--- config.mk ---
export PLATFORM = sky130hd
export DESIGN_NAME = instr_fetch_unit
export DESIGN_NICKNAME = d
export VERILOG_FILES = /design/src/rtl/fetch_pkg.sv /design/src/rtl/if_id_reg.sv /design/src/rtl/instr_fetch_unit.sv
export SDC_FILE = /design/constraint.sdc
export NUM_CORES = 1
export LEC_CHECK = 0
export CAP_MARGIN = 20
export CORE_ASPECT_RATIO = 1.5
export CORE_MARGIN = 4
export CORE_UTILIZATION = 35
export DETAILED_ROUTE_END_ITERATION = 8
export PLACE_DENSITY = 0.69
export SYNTH_ARGS = -nofsm -noshare
export SYNTH_HDL_FRONTEND = slang
export SYNTH_SLANG_ARGS = --single-unit
--- constraint.sdc ---
create_clock -name clk -period 6.3 [get_ports clk]
set_input_delay 0.63 -clock clk [delete_from_list [all_inputs] [get_ports clk]]
set_output_delay 0.63 -clock clk [all_outputs]
set_load 0.02 [all_outputs]
--- src/rtl/fetch_pkg.sv ---
`default_nettype none
// +----------------------------------------------------------------------+
// | fetch_pkg: shared fetch-stage types, defaults and RV32 opcodes        |
// | Rev 1.0                                                               |
// +----------------------------------------------------------------------+
package fetch_pkg;

  typedef enum logic [2:0] {
    ST_IDLE  = 3'd0,
    ST_REQ   = 3'd1,
    ST_WAIT  = 3'd2,
    ST_HOLD  = 3'd3,
    ST_DRAIN = 3'd4
  } fetch_state_e;

  localparam logic [31:0] DEFAULT_RESET_PC  = 32'h0000_0000;
  localparam logic [31:0] DEFAULT_NOP_INSTR = 32'h0000_0013;

  localparam logic [6:0] OP_R      = 7'b0110011;
  localparam logic [6:0] OP_IMM    = 7'b0010011;
  localparam logic [6:0] OP_LOAD   = 7'b0000011;
  localparam logic [6:0] OP_STORE  = 7'b0100011;
  localparam logic [6:0] OP_BRANCH = 7'b1100011;
  localparam logic [6:0] OP_JAL    = 7'b1101111;
  localparam logic [6:0] OP_JALR   = 7'b1100111;

endpackage
`default_nettype wire

--- src/rtl/if_id_reg.sv ---
`default_nettype none
// +----------------------------------------------------------------------+
// | if_id_reg: IF/ID pipeline register with one-entry hold buffer         |
// | Rev 1.0                                                               |
// +----------------------------------------------------------------------+
module if_id_reg
  import fetch_pkg::*;
#(
  parameter logic [31:0] RESET_PC  = DEFAULT_RESET_PC,
  parameter logic [31:0] NOP_INSTR = DEFAULT_NOP_INSTR
) (
  input  logic        clk,
  input  logic        rst,
  input  logic        flush,
  input  logic        load,
  input  logic        capture,
  input  logic        hold_release,
  input  logic        consume,
  input  logic [31:0] in_instr,
  input  logic [31:0] in_pc,
  output logic        if_valid,
  output logic [31:0] if_pc,
  output logic [31:0] if_instr,
  output logic [6:0]  if_opcode
);

  logic        valid_q, valid_d;
  logic [31:0] pc_q, pc_d;
  logic [31:0] instr_q, instr_d;
  logic [6:0]  opcode_q, opcode_d;
  logic [31:0] hold_pc_q, hold_pc_d;
  logic [31:0] hold_instr_q, hold_instr_d;

  always_comb begin
    valid_d      = valid_q;
    pc_d         = pc_q;
    instr_d      = instr_q;
    opcode_d     = opcode_q;
    hold_pc_d    = hold_pc_q;
    hold_instr_d = hold_instr_q;

    if (flush) begin
      valid_d  = 1'b0;
      instr_d  = NOP_INSTR;
      opcode_d = NOP_INSTR[6:0];
    end else if (load) begin
      valid_d  = 1'b1;
      pc_d     = in_pc;
      instr_d  = in_instr;
      opcode_d = in_instr[6:0];
    end else if (hold_release) begin
      valid_d  = 1'b1;
      pc_d     = hold_pc_q;
      instr_d  = hold_instr_q;
      opcode_d = hold_instr_q[6:0];
    end else if (consume) begin
      valid_d = 1'b0;
    end

    // Buffer contents are only meaningful while the FSM sits in HOLD, so a
    // flush discards them simply by leaving that state.
    if (capture && !flush) begin
      hold_pc_d    = in_pc;
      hold_instr_d = in_instr;
    end
  end

  always_ff @(posedge clk) begin
    if (rst) begin
      valid_q      <= 1'b0;
      pc_q         <= RESET_PC;
      instr_q      <= NOP_INSTR;
      opcode_q     <= NOP_INSTR[6:0];
      hold_pc_q    <= RESET_PC;
      hold_instr_q <= NOP_INSTR;
    end else begin
      valid_q      <= valid_d;
      pc_q         <= pc_d;
      instr_q      <= instr_d;
      opcode_q     <= opcode_d;
      hold_pc_q    <= hold_pc_d;
      hold_instr_q <= hold_instr_d;
    end
  end

  assign if_valid  = valid_q;
  assign if_pc     = pc_q;
  assign if_instr  = instr_q;
  assign if_opcode = opcode_q;

endmodule
`default_nettype wire

--- src/rtl/instr_fetch_unit.sv ---
`default_nettype none
// +----------------------------------------------------------------------+
// | instr_fetch_unit: PC, single-outstanding fetch FSM, stall / redirect  |
// | Rev 1.0                                                               |
// +----------------------------------------------------------------------+
module instr_fetch_unit
  import fetch_pkg::*;
#(
  parameter logic [31:0] RESET_PC  = DEFAULT_RESET_PC,
  parameter logic [31:0] NOP_INSTR = DEFAULT_NOP_INSTR
) (
  input  logic        clk,
  input  logic        rst,
  output logic        imem_req,
  output logic [31:0] imem_addr,
  input  logic        imem_ready,
  input  logic        imem_rvalid,
  input  logic [31:0] imem_rdata,
  input  logic        stall,
  input  logic        redirect_valid,
  input  logic [31:0] redirect_pc,
  output logic        if_valid,
  output logic [31:0] if_pc,
  output logic [31:0] if_instr,
  output logic [6:0]  if_opcode
);

  fetch_state_e state_q, state_d;
  logic [31:0]  pc_q, pc_d;
  logic         consume, slot_free;
  logic         load, capture, hold_release, flush;

  assign consume   = if_valid && !stall;
  assign slot_free = !if_valid || consume;
  assign imem_req  = (state_q == ST_REQ);
  assign imem_addr = pc_q;

  always_comb begin
    state_d      = state_q;
    pc_d         = pc_q;
    load         = 1'b0;
    capture      = 1'b0;
    hold_release = 1'b0;
    flush        = 1'b0;

    if (redirect_valid) begin
      flush = 1'b1;
      pc_d  = redirect_pc & 32'hFFFF_FFFC;
      // An already-accepted fetch must have its response drained first.
      case (state_q)
        ST_REQ:            state_d = imem_ready  ? ST_DRAIN : ST_REQ;
        ST_WAIT, ST_DRAIN: state_d = imem_rvalid ? ST_REQ   : ST_DRAIN;
        default:           state_d = ST_REQ;
      endcase
    end else begin
      case (state_q)
        ST_IDLE: state_d = ST_REQ;
        ST_REQ: begin
          if (imem_ready) state_d = ST_WAIT;
        end
        ST_WAIT: begin
          if (imem_rvalid) begin
            if (slot_free) begin
              load    = 1'b1;
              pc_d    = pc_q + 32'd4;
              state_d = ST_REQ;
            end else begin
              capture = 1'b1;
              state_d = ST_HOLD;
            end
          end
        end
        ST_HOLD: begin
          if (slot_free) begin
            hold_release = 1'b1;
            pc_d         = pc_q + 32'd4;
            state_d      = ST_REQ;
          end
        end
        ST_DRAIN: begin
          if (imem_rvalid) state_d = ST_REQ;
        end
        default: state_d = ST_IDLE;
      endcase
    end
  end

  always_ff @(posedge clk) begin
    if (rst) begin
      state_q <= ST_IDLE;
      pc_q    <= RESET_PC;
    end else begin
      state_q <= state_d;
      pc_q    <= pc_d;
    end
  end

  if_id_reg #(
    .RESET_PC  (RESET_PC),
    .NOP_INSTR (NOP_INSTR)
  ) u_if_id_reg (
    .clk          (clk),
    .rst          (rst),
    .flush        (flush),
    .load         (load),
    .capture      (capture),
    .hold_release (hold_release),
    .consume      (consume),
    .in_instr     (imem_rdata),
    .in_pc        (pc_q),
    .if_valid     (if_valid),
    .if_pc        (if_pc),
    .if_instr     (if_instr),
    .if_opcode    (if_opcode)
  );

endmodule
`default_nettype wire

# == Yosys cells after proc, flatten, opt, wreduce, memory -nomap -nowiden ==
# Index checks and enable logic that the tools add are counted.
# classes
addsub,1
n_eq_ne,9
n_mux,34
n_bitwise,1
n_reduce_logical,18
# ops
op,n
$mux W32,7
$pmux W32 S2,1
$add A32 B3 Y32 const B,1
$mux W3,7
$pmux W3 S5,1
$mux W1,14
$mux W7,2
$ne A3 B3 Y1 const B,3
$eq A3 B2 Y1 const B,2
$pmux W3 S2,1
$reduce_and A2 Y1,3
$reduce_bool A3 Y1,2
$reduce_or A2 Y1,3
$reduce_and A4 Y1,1
$reduce_bool A2 Y1,2
$eq A3 B1 Y1 const B,1
$eq A3 B3 Y1 const B,1
$logic_not A1 Y1,3
$logic_not A3 Y1,1
$ne A3 B1 Y1 const B,1
$logic_and A1 B1 Y1,2
$mux W2,1
$ne A2 B2 Y1 const B,1
$logic_or A1 B1 Y1,1
$not A1 Y1,1
# word_totals
regBits,171
inputBits,70
output_inout_bits,105
elab_cells,72

# == Depth between registers and ports, before layout ==
# Gate-level depths: netlist (run 1).
# logic_depth
ltp_word,9
depth_mapped,8
mapped_depth_nobuf,6

# == By module ==
# A second synthesis (run 1) with hierarchy kept.
# unflattened
hier_cells,831
hier_area_um2,7447.1
# modules_own_cells
module,instances,cells_each,area_per_inst_um2,seq_area_each_um2
if_id_reg,1,572,5368.9,2582.5
instr_fetch_unit,1,259,2078.2,660.6

# == Worst setup path after synthesis (run 1) ==
# No wires, ideal clock.
# synth_path
path_type,in2reg
startpoint,in stall
endpoint,reg pc_q[31] (netlist: imem_addr[31])
setup_time_ps,74
arrival_time_ps,2434
t_required_ps,6226
slack_ps,3791
cell_stages,6
n_path_buf,1
path_cell_list,and2_4 or4_4 buf_6 or4_1 or4_1 a31oi_1
# synth_via
elab_chain_len,7
# synth_lines
element,line_no,rtl
start: declaration,instr_fetch_unit.sv:19,"input logic stall,"
$logic_not A1 Y1 (*),instr_fetch_unit.sv:33,assign consume = if_valid && !stall;
$logic_and A1 B1 Y1 (*),instr_fetch_unit.sv:33,
$logic_or A1 B1 Y1 (*),instr_fetch_unit.sv:34,assign slot_free = !if_valid || consume;
$mux W32 (*),--,
$mux W32,--,
$pmux W32 S2 (*),--,
$mux W32 (*),--,
end signal: assignment,instr_fetch_unit.sv:94,pc_q <= pc_d;
end: declaration,instr_fetch_unit.sv:29,"logic [31:0] pc_q, pc_d;"
# Mark *: on every way between the ends. The rest lies on a longest branch, timed or not. The select of a mux whose other input is x is not followed.
# A chain may end at the register's enable or synchronous reset.

# == Final worst setup path (run 1) ==
# layout_path
startpoint,in redirect_valid
endpoint,reg u_if_id_reg.pc_q[26] (netlist: u_if_id_reg.if_pc[26])
# layout_via
elab_chain_len,3
word_cells_on_any_way,7
classes_between,mux: 4; bitwise: 1; reduce/logical: 2
# layout_lines
element,line_no,rtl
start: declaration,instr_fetch_unit.sv:20,"input logic redirect_valid,"
$mux W1,instr_fetch_unit.sv:46,if (redirect_valid) begin
$reduce_bool A2 Y1 (no line) / $not A1 Y1 (equally long branches),--,
$reduce_and A2 Y1 (no line),--,
end signal: assignment,if_id_reg.sv:78,pc_q <= pc_d;
end: declaration,if_id_reg.sv:28,"logic [31:0] pc_q, pc_d;"
# Several ways; a longest one is shown, not always the timed one.

==> results of run 1 <==
worst max-delay path: cells and delay by family:
family / cells / cell delay, ps
compound gates: 1 / 240
buf+inv: 2 / 1480
mux: 1 / 160
simple gates: 2 / 1290
flip-flops by register name (all words and copies together), names as in the netlist:
| name | cells |
|---|---|
| state_q | 3 |
| u_if_id_reg.if_valid | 1 |
| u_if_id_reg.if_opcode | 6 |
| u_if_id_reg.hold_instr_q | 32 |
| u_if_id_reg.if_instr | 26 |
| u_if_id_reg.if_pc | 30 |
| u_if_id_reg.hold_pc_q | 30 |
| imem_addr | 30 |
power by group through the flow:
stage / logic (W) / clock network (W) / registers [W]
6_report: 0.000203 / 0.00106 / 0.00105
5_1_grt: 0.000218 / 0.00113 / 0.00106
4_1_cts: 0.000206 / 0.00108 / 0.00105
3_5_place_dp: 0.000204 / 0 / 0.00108
3_3_place_gp: 0.000203 / 0 / 0.00107
2_1_floorplan: 0.0000899 / 0 / 0.00108
kinds of logic after synthesis:
group | count (synthesis) | synth area share
simple gates | 301 | 0.1907
buf+inv | 93 | 0.06024
other cells | 1 | 0.0005438
compound gates | 178 | 0.1653
xor+xnor | 22 | 0.02794
mux | 65 | 0.09472
flops | 158 | 0.4587
fa+ha+maj | 1 | 0.001814
cells in the final DEF, fill, tap and decap left out, types with 3 or more instances in the layout:
cell	count
clkdlybuf4s50_1	167
inv_1	8
conb_1	4
clkbuf_8	4
nand3b_1	3
nor4_1	9
nand2_1	148
o21bai_1	4
or3_1	4
a311oi_1	3
xnor2_1	19
clkbuf_16	17
nand3_1	9
mux2i_1	63
o21ai_0	8
a211oi_1	74
nor3b_1	4
a21oi_1	74
dfxtp_1	158
buf_4	9
nand4_1	9
clkinv_4	3
nor2_1	85
nor3_1	12
xor2_1	3
or4_1	6
cell type report:
cell class / count / area, µm²
Fill cell: 1905 / 10020
Multi-Input combinational cell: 571 / 3353
Sequential cell: 158 / 3163
Timing Repair Buffer: 176 / 1739
Clock buffer: 21 / 480.5
Tap cell: 256 / 320.3
Clock inverter: 11 / 131.4
Inverter: 8 / 30.03
per-layer routing:
layer / wire (µm) / GRT usage / vias up
met5: 0 / 0 / -
met4: 326 / 0.05291 / 0
met3: 1061 / 0.04528 / 23
met2: 9745 / 0.3101 / 173
met1: 8123 / 0.2072 / 2818
li1: - / - / 3070
stage by stage:
stage	hold WS [ps]	setup slack, ps	instances
4_1_cts	454.9	2745	1201
5_1_grt	471.3	2591	1201
3_5_place_dp	446.3	2312	1169
3_3_place_gp	440.8	2352	1169
2_1_floorplan	433.7	3791	822
6_report	452.4	2818	1201
worst paths after layout:
check,start,end,slack [ps]
hold / removal,u_if_id_reg.hold_instr_q[27],u_if_id_reg.hold_instr_q[27],450
hold reg to reg,u_if_id_reg.hold_instr_q[27],u_if_id_reg.hold_instr_q[27],450
setup reg to reg,state_q[1],u_if_id_reg.if_pc[26],3530
setup / recovery,redirect_valid,u_if_id_reg.if_pc[26],2820
==> flow_metrics.env, run 1 <==
export IMPL_outcome="completed"
export IMPL_seqPwrFrac=0.455
export IMPL_post_cts_buffers=0
export IMPL_final_nets=1003
export IMPL_worst_ep_arrival_time_ps=3820
export IMPL_drc=0
export IMPL_comb_power_share=0.088
export IMPL_rows=62
export IMPL_synth_edf_count=0
export IMPL_synth_seq_area_share=0.4587
export IMPL_p_leak_nw=3.344
export IMPL_maxSlewViolCount=0
export IMPL_portBuffers=168
export IMPL_grt_pass1_vias=5818
export IMPL_finClkSkew_ps=13.25
export IMPL_synth_warnings=0
export IMPL_initial_core_util=0.3584
export IMPL_die_w_um=122.6
export IMPL_vias=6084
export IMPL_dpl_cell_area_um2=8606
export IMPL_period_minus_slack_ps=3482
export IMPL_synthDistinctLibCells=46
export IMPL_p_sw_frac=0.2431
export IMPL_rsz0062_at_grt="no"
export IMPL_min_path_type="register to register"
export IMPL_worstPathCellList="clkdlybuf4s50_1, nor3_1, nand3_4, buf_4, mux2i_1, a211oi_1"
export IMPL_worstPathRequired_ps=6630
export IMPL_finalSetupViolations=0
export IMPL_final_area_um2=9218
export IMPL_timing_slew_headroom=0.3364
export IMPL_power_w=0.002314
export IMPL_crit_path_max_fanout=46
export IMPL_cts_resized=0
export IMPL_cp_slowest_cell="clkdlybuf4s50_1"
export IMPL_cts_root_buf="clkbuf_16"
export IMPL_syn_area_um2=6895
export IMPL_wire_per_inst_um=16.03
export IMPL_critical_path_class="input pin to register"
export IMPL_clock_sinks=158
export IMPL_wl_mm=19.26
export IMPL_gp_congestion=0.7510
export IMPL_viasPerCell=5.066
export IMPL_cts_tree="yes"
export IMPL_cts_path_max_buffers=2
export IMPL_synth_seq_cells=158
export IMPL_worst_ir_drop_vdd_mv=0.1255
export IMPL_clkPwrFrac=0.457
export IMPL_cpPeakStageDelay_ps=930
export IMPL_io_pins=175
export IMPL_tns_ps=0
export IMPL_hold_viol=0
export IMPL_ctsHoldBuffers=0
export IMPL_syn_inst=819
export IMPL_finalCritPeriodShare=0.5528
export IMPL_synthTopCellsByCount="dfxtp_1 (158), nand2_1 (148), nor2_1 (85)"
export IMPL_fmax_ghz=0.2872
export IMPL_layout_drive_gt1_share=0.05397
export IMPL_grt_max_degree=73
export IMPL_clk_latency_ps=430
export IMPL_gr_total_overflow=0
export IMPL_drtIter0Drc=267
export IMPL_synthToLayoutAreaGrowth_pct=33.68
export IMPL_die_h_um=179.9
export IMPL_hold_path_depth=2
export IMPL_syn_avg_cell_area_um2=8.419
export IMPL_clk_pin_slew_worst_paths_ps=60
export IMPL_power_switching_w=0.0005625
export IMPL_synth_area_leaders="dfxtp_1 (46%), mux2i_1 (9.1%), a211oi_1 (8.1%)"
export IMPL_n_antenna_cell=0
export IMPL_yosys_area_top_type="dfxtp_1"
export IMPL_coreArea_um2=19240
export IMPL_ys_async_sr_fraction=0
export IMPL_dp_hpwl_mm=12.61
export IMPL_drt_pass1_iter_count=5
export IMPL_grt_pass1_wl_mm=30.91
export IMPL_htreeDepth=4
export IMPL_r2r_cells=6
export IMPL_synth_top_cell_area_share=0.4587
export IMPL_tightest_slew_ps=992.2
export IMPL_synth_most_common_cell="dfxtp_1"
export IMPL_final_antenna_net_count=0
export IMPL_cp_start_kind="input pin"
export IMPL_maxCapViolations=0
export IMPL_numCtsBuffers=17
export IMPL_finish_utilization=0.4791
export IMPL_ys_flop_type="dfxtp_1"
export IMPL_p_per_area_nw_per_um2=251.0
export IMPL_crit_path_end_kind="register"
export IMPL_die_area_um2=22060
export IMPL_grtUsageTotal=0.1761
export IMPL_p_int_w=0.001751
export IMPL_antenna_found_initial=0
Power figures use the tool's default switching activity.
==> run 2: changes to the inputs <==
Clock period 6.3 ns to 3.41 ns, I/O delays scaled along.
==> run 2 against run 1 <==
Effect of this change: largest cell class unchanged; critical endpoint is now imem_addr[31]; register-to-register slack got worse by 2500 ps; global-route usage decreased by 0.22 points; largest power group is now sequential cells; sequential share of layout area decreased by 0.11 points.
==> flow_metrics.env, run 2 (same netlist as run 1, synthesis figures left out) <==
export IMPL_outcome="completed"
export IMPL_tns_ps=0
export IMPL_crit_path_max_fanout=7
export IMPL_final_area_um2=9248
export IMPL_ctsHoldBuffers=0
export IMPL_drtIter0Drc=256
export IMPL_drc=0
export IMPL_fmax_ghz=0.4246
export IMPL_n_antenna_cell=0
export IMPL_final_antenna_net_count=0
export IMPL_hold_ws_ps=453.6
export IMPL_rsz0062_at_grt="no"
export IMPL_worstPathRequired_ps=3750
export IMPL_die_h_um=179.9
export IMPL_tightest_slew_ps=761.0
export IMPL_numCtsBuffers=17
export IMPL_gp_congestion=0.7879
export IMPL_nFillCells=1922
export IMPL_gr_total_overflow=0
export IMPL_dpl_cell_area_um2=8708
export IMPL_cts_path_max_buffers=2
export IMPL_cp_slowest_cell="or4_4"
export IMPL_worst_ep_arrival_time_ps=2690
export IMPL_synthToLayoutAreaGrowth_pct=34.11
export IMPL_dp_hpwl_mm=12.72
export IMPL_htreeDepth=4
export IMPL_cp_common_cell="or4_1"
export IMPL_cp_top_family="simple AND/OR/NAND/NOR gates"
export IMPL_viasPerCell=4.996
export IMPL_wl_mm=18.86
export IMPL_grtUsageTotal=0.1740
export IMPL_regArea_um2=3163
export IMPL_post_cts_buffers=0
export IMPL_vias=6030
export IMPL_min_path_type="register to register"
export IMPL_layout_drive_gt1_share=0.05783
export IMPL_cp_num_buf_inv=1
export IMPL_timing_slew_headroom=0.4927
export IMPL_maxCapViolations=0
export IMPL_grt_pass1_vias=5784
export IMPL_rows=62
export IMPL_cts_root_buf="clkbuf_16"
export IMPL_p_per_area_nw_per_um2=441.6
export IMPL_finClkSkew_ps=7.444
export IMPL_crit_path_end_kind="register"
export IMPL_clk_pin_slew_worst_paths_ps=60
export IMPL_grt_max_degree=65
export IMPL_layout_common_cells="clkdlybuf4s50_1 (167), dfxtp_1 (158), nand2_1 (148)"
export IMPL_clock_sinks=158
export IMPL_finalCritPeriodShare=0.6907
export IMPL_drt_pass1_iter_count=4
export IMPL_worstPathCellList="clkdlybuf4s50_1, and2_4, or4_4, or4_1, or4_1, a31oi_1"
export IMPL_clk_latency_ps=420
export IMPL_io_pins=175
export IMPL_period_minus_slack_ps=2355
export IMPL_cp_start_kind="input pin"
export IMPL_finalSetupViolations=0
export IMPL_hold_viol=0
export IMPL_layout_commonest_cell="clkdlybuf4s50_1"
export IMPL_antenna_found_initial=0
export IMPL_maxSlewViolCount=0
export IMPL_cts_resized=0
export IMPL_p_leak_nw=3.359
export IMPL_cts_tree="yes"
export IMPL_die_w_um=122.6
export IMPL_wire_per_inst_um=15.62
export IMPL_worst_ir_drop_vdd_mv=0.2264
export IMPL_portBuffers=168
export IMPL_multi_input_comb_area_um2=3353
export IMPL_finish_utilization=0.4807
export IMPL_initial_core_util=0.3584
export IMPL_critical_path_class="input pin to register"
export IMPL_grt_pass1_wl_mm=30.42
export IMPL_cpPeakStageDelay_ps=580
export IMPL_final_nets=1010
export IMPL_largest_reg_flops=32
export IMPL_coreArea_um2=19240
export IMPL_largest_register="u_if_id_reg.hold_instr_q"
export IMPL_die_area_um2=22060
[run 2: worst paths after layout]
| kind | to | startpoint | slack [ps] | depth (start not counted) |
|---|---|---|---|---|
| worst min-delay path | u_if_id_reg.hold_pc_q[12] | u_if_id_reg.hold_pc_q[12] | 450 | 2 |
| worst max register to register | imem_addr[31] | state_q[0] | 1060 | 5 |
| worst max-delay path | imem_addr[31] | stall | 1050 | 6 |
| worst min register to register | u_if_id_reg.hold_pc_q[12] | u_if_id_reg.hold_pc_q[12] | 450 | 2 |
[run 2: worst reg2reg max path, cell delays in order, from the launching register on]
cell and delay (ps):
dfxtp_1 480, nor2_1 130, or4_4 570, or4_1 530, or4_1 400, a31oi_1 180
[run 2: cell type report]
| cell class | count | area share |
|---|---|---|
| Sequential cell | 158 | 0.3420 |
| Multi-Input combinational cell | 571 | 0.3626 |
| Timing Repair Buffer | 183 | 0.1992 |
| Clock buffer | 20 | 0.04830 |
| Inverter | 8 | 0.003247 |
| Tap cell | 256 | 0.03464 |
| Clock inverter | 11 | 0.01001 |
[run 2: power by group]
group	internal [W]	leakage, nW	switching, W	total, W
Clock	0.00101	0.266	0.000746	0.00176
Combinational	0.000192	1.81	0.000188	0.000381
Sequential	0.00188	1.28	0.0000593	0.00194
Total	0.00309	3.36	0.000994	0.00408
[run 2: per-layer routing]
layer  part of all wire  global-route usage
met3              0.059             0.04088
met1               0.42              0.2078
met5                  0                   0
met4              0.025             0.06771
met2               0.49              0.2980
[run 2: through the flow]
stage	setup slack [ps]	std cells	total power (W)
after floorplan	1120	822	0.002166
after global placement	667.0	1176	0.002366
after detailed placement	648.1	1176	0.002369
after CTS	1061	1207	0.004158
after global routing	911.5	1207	0.004258
final	1055	1207	0.004084
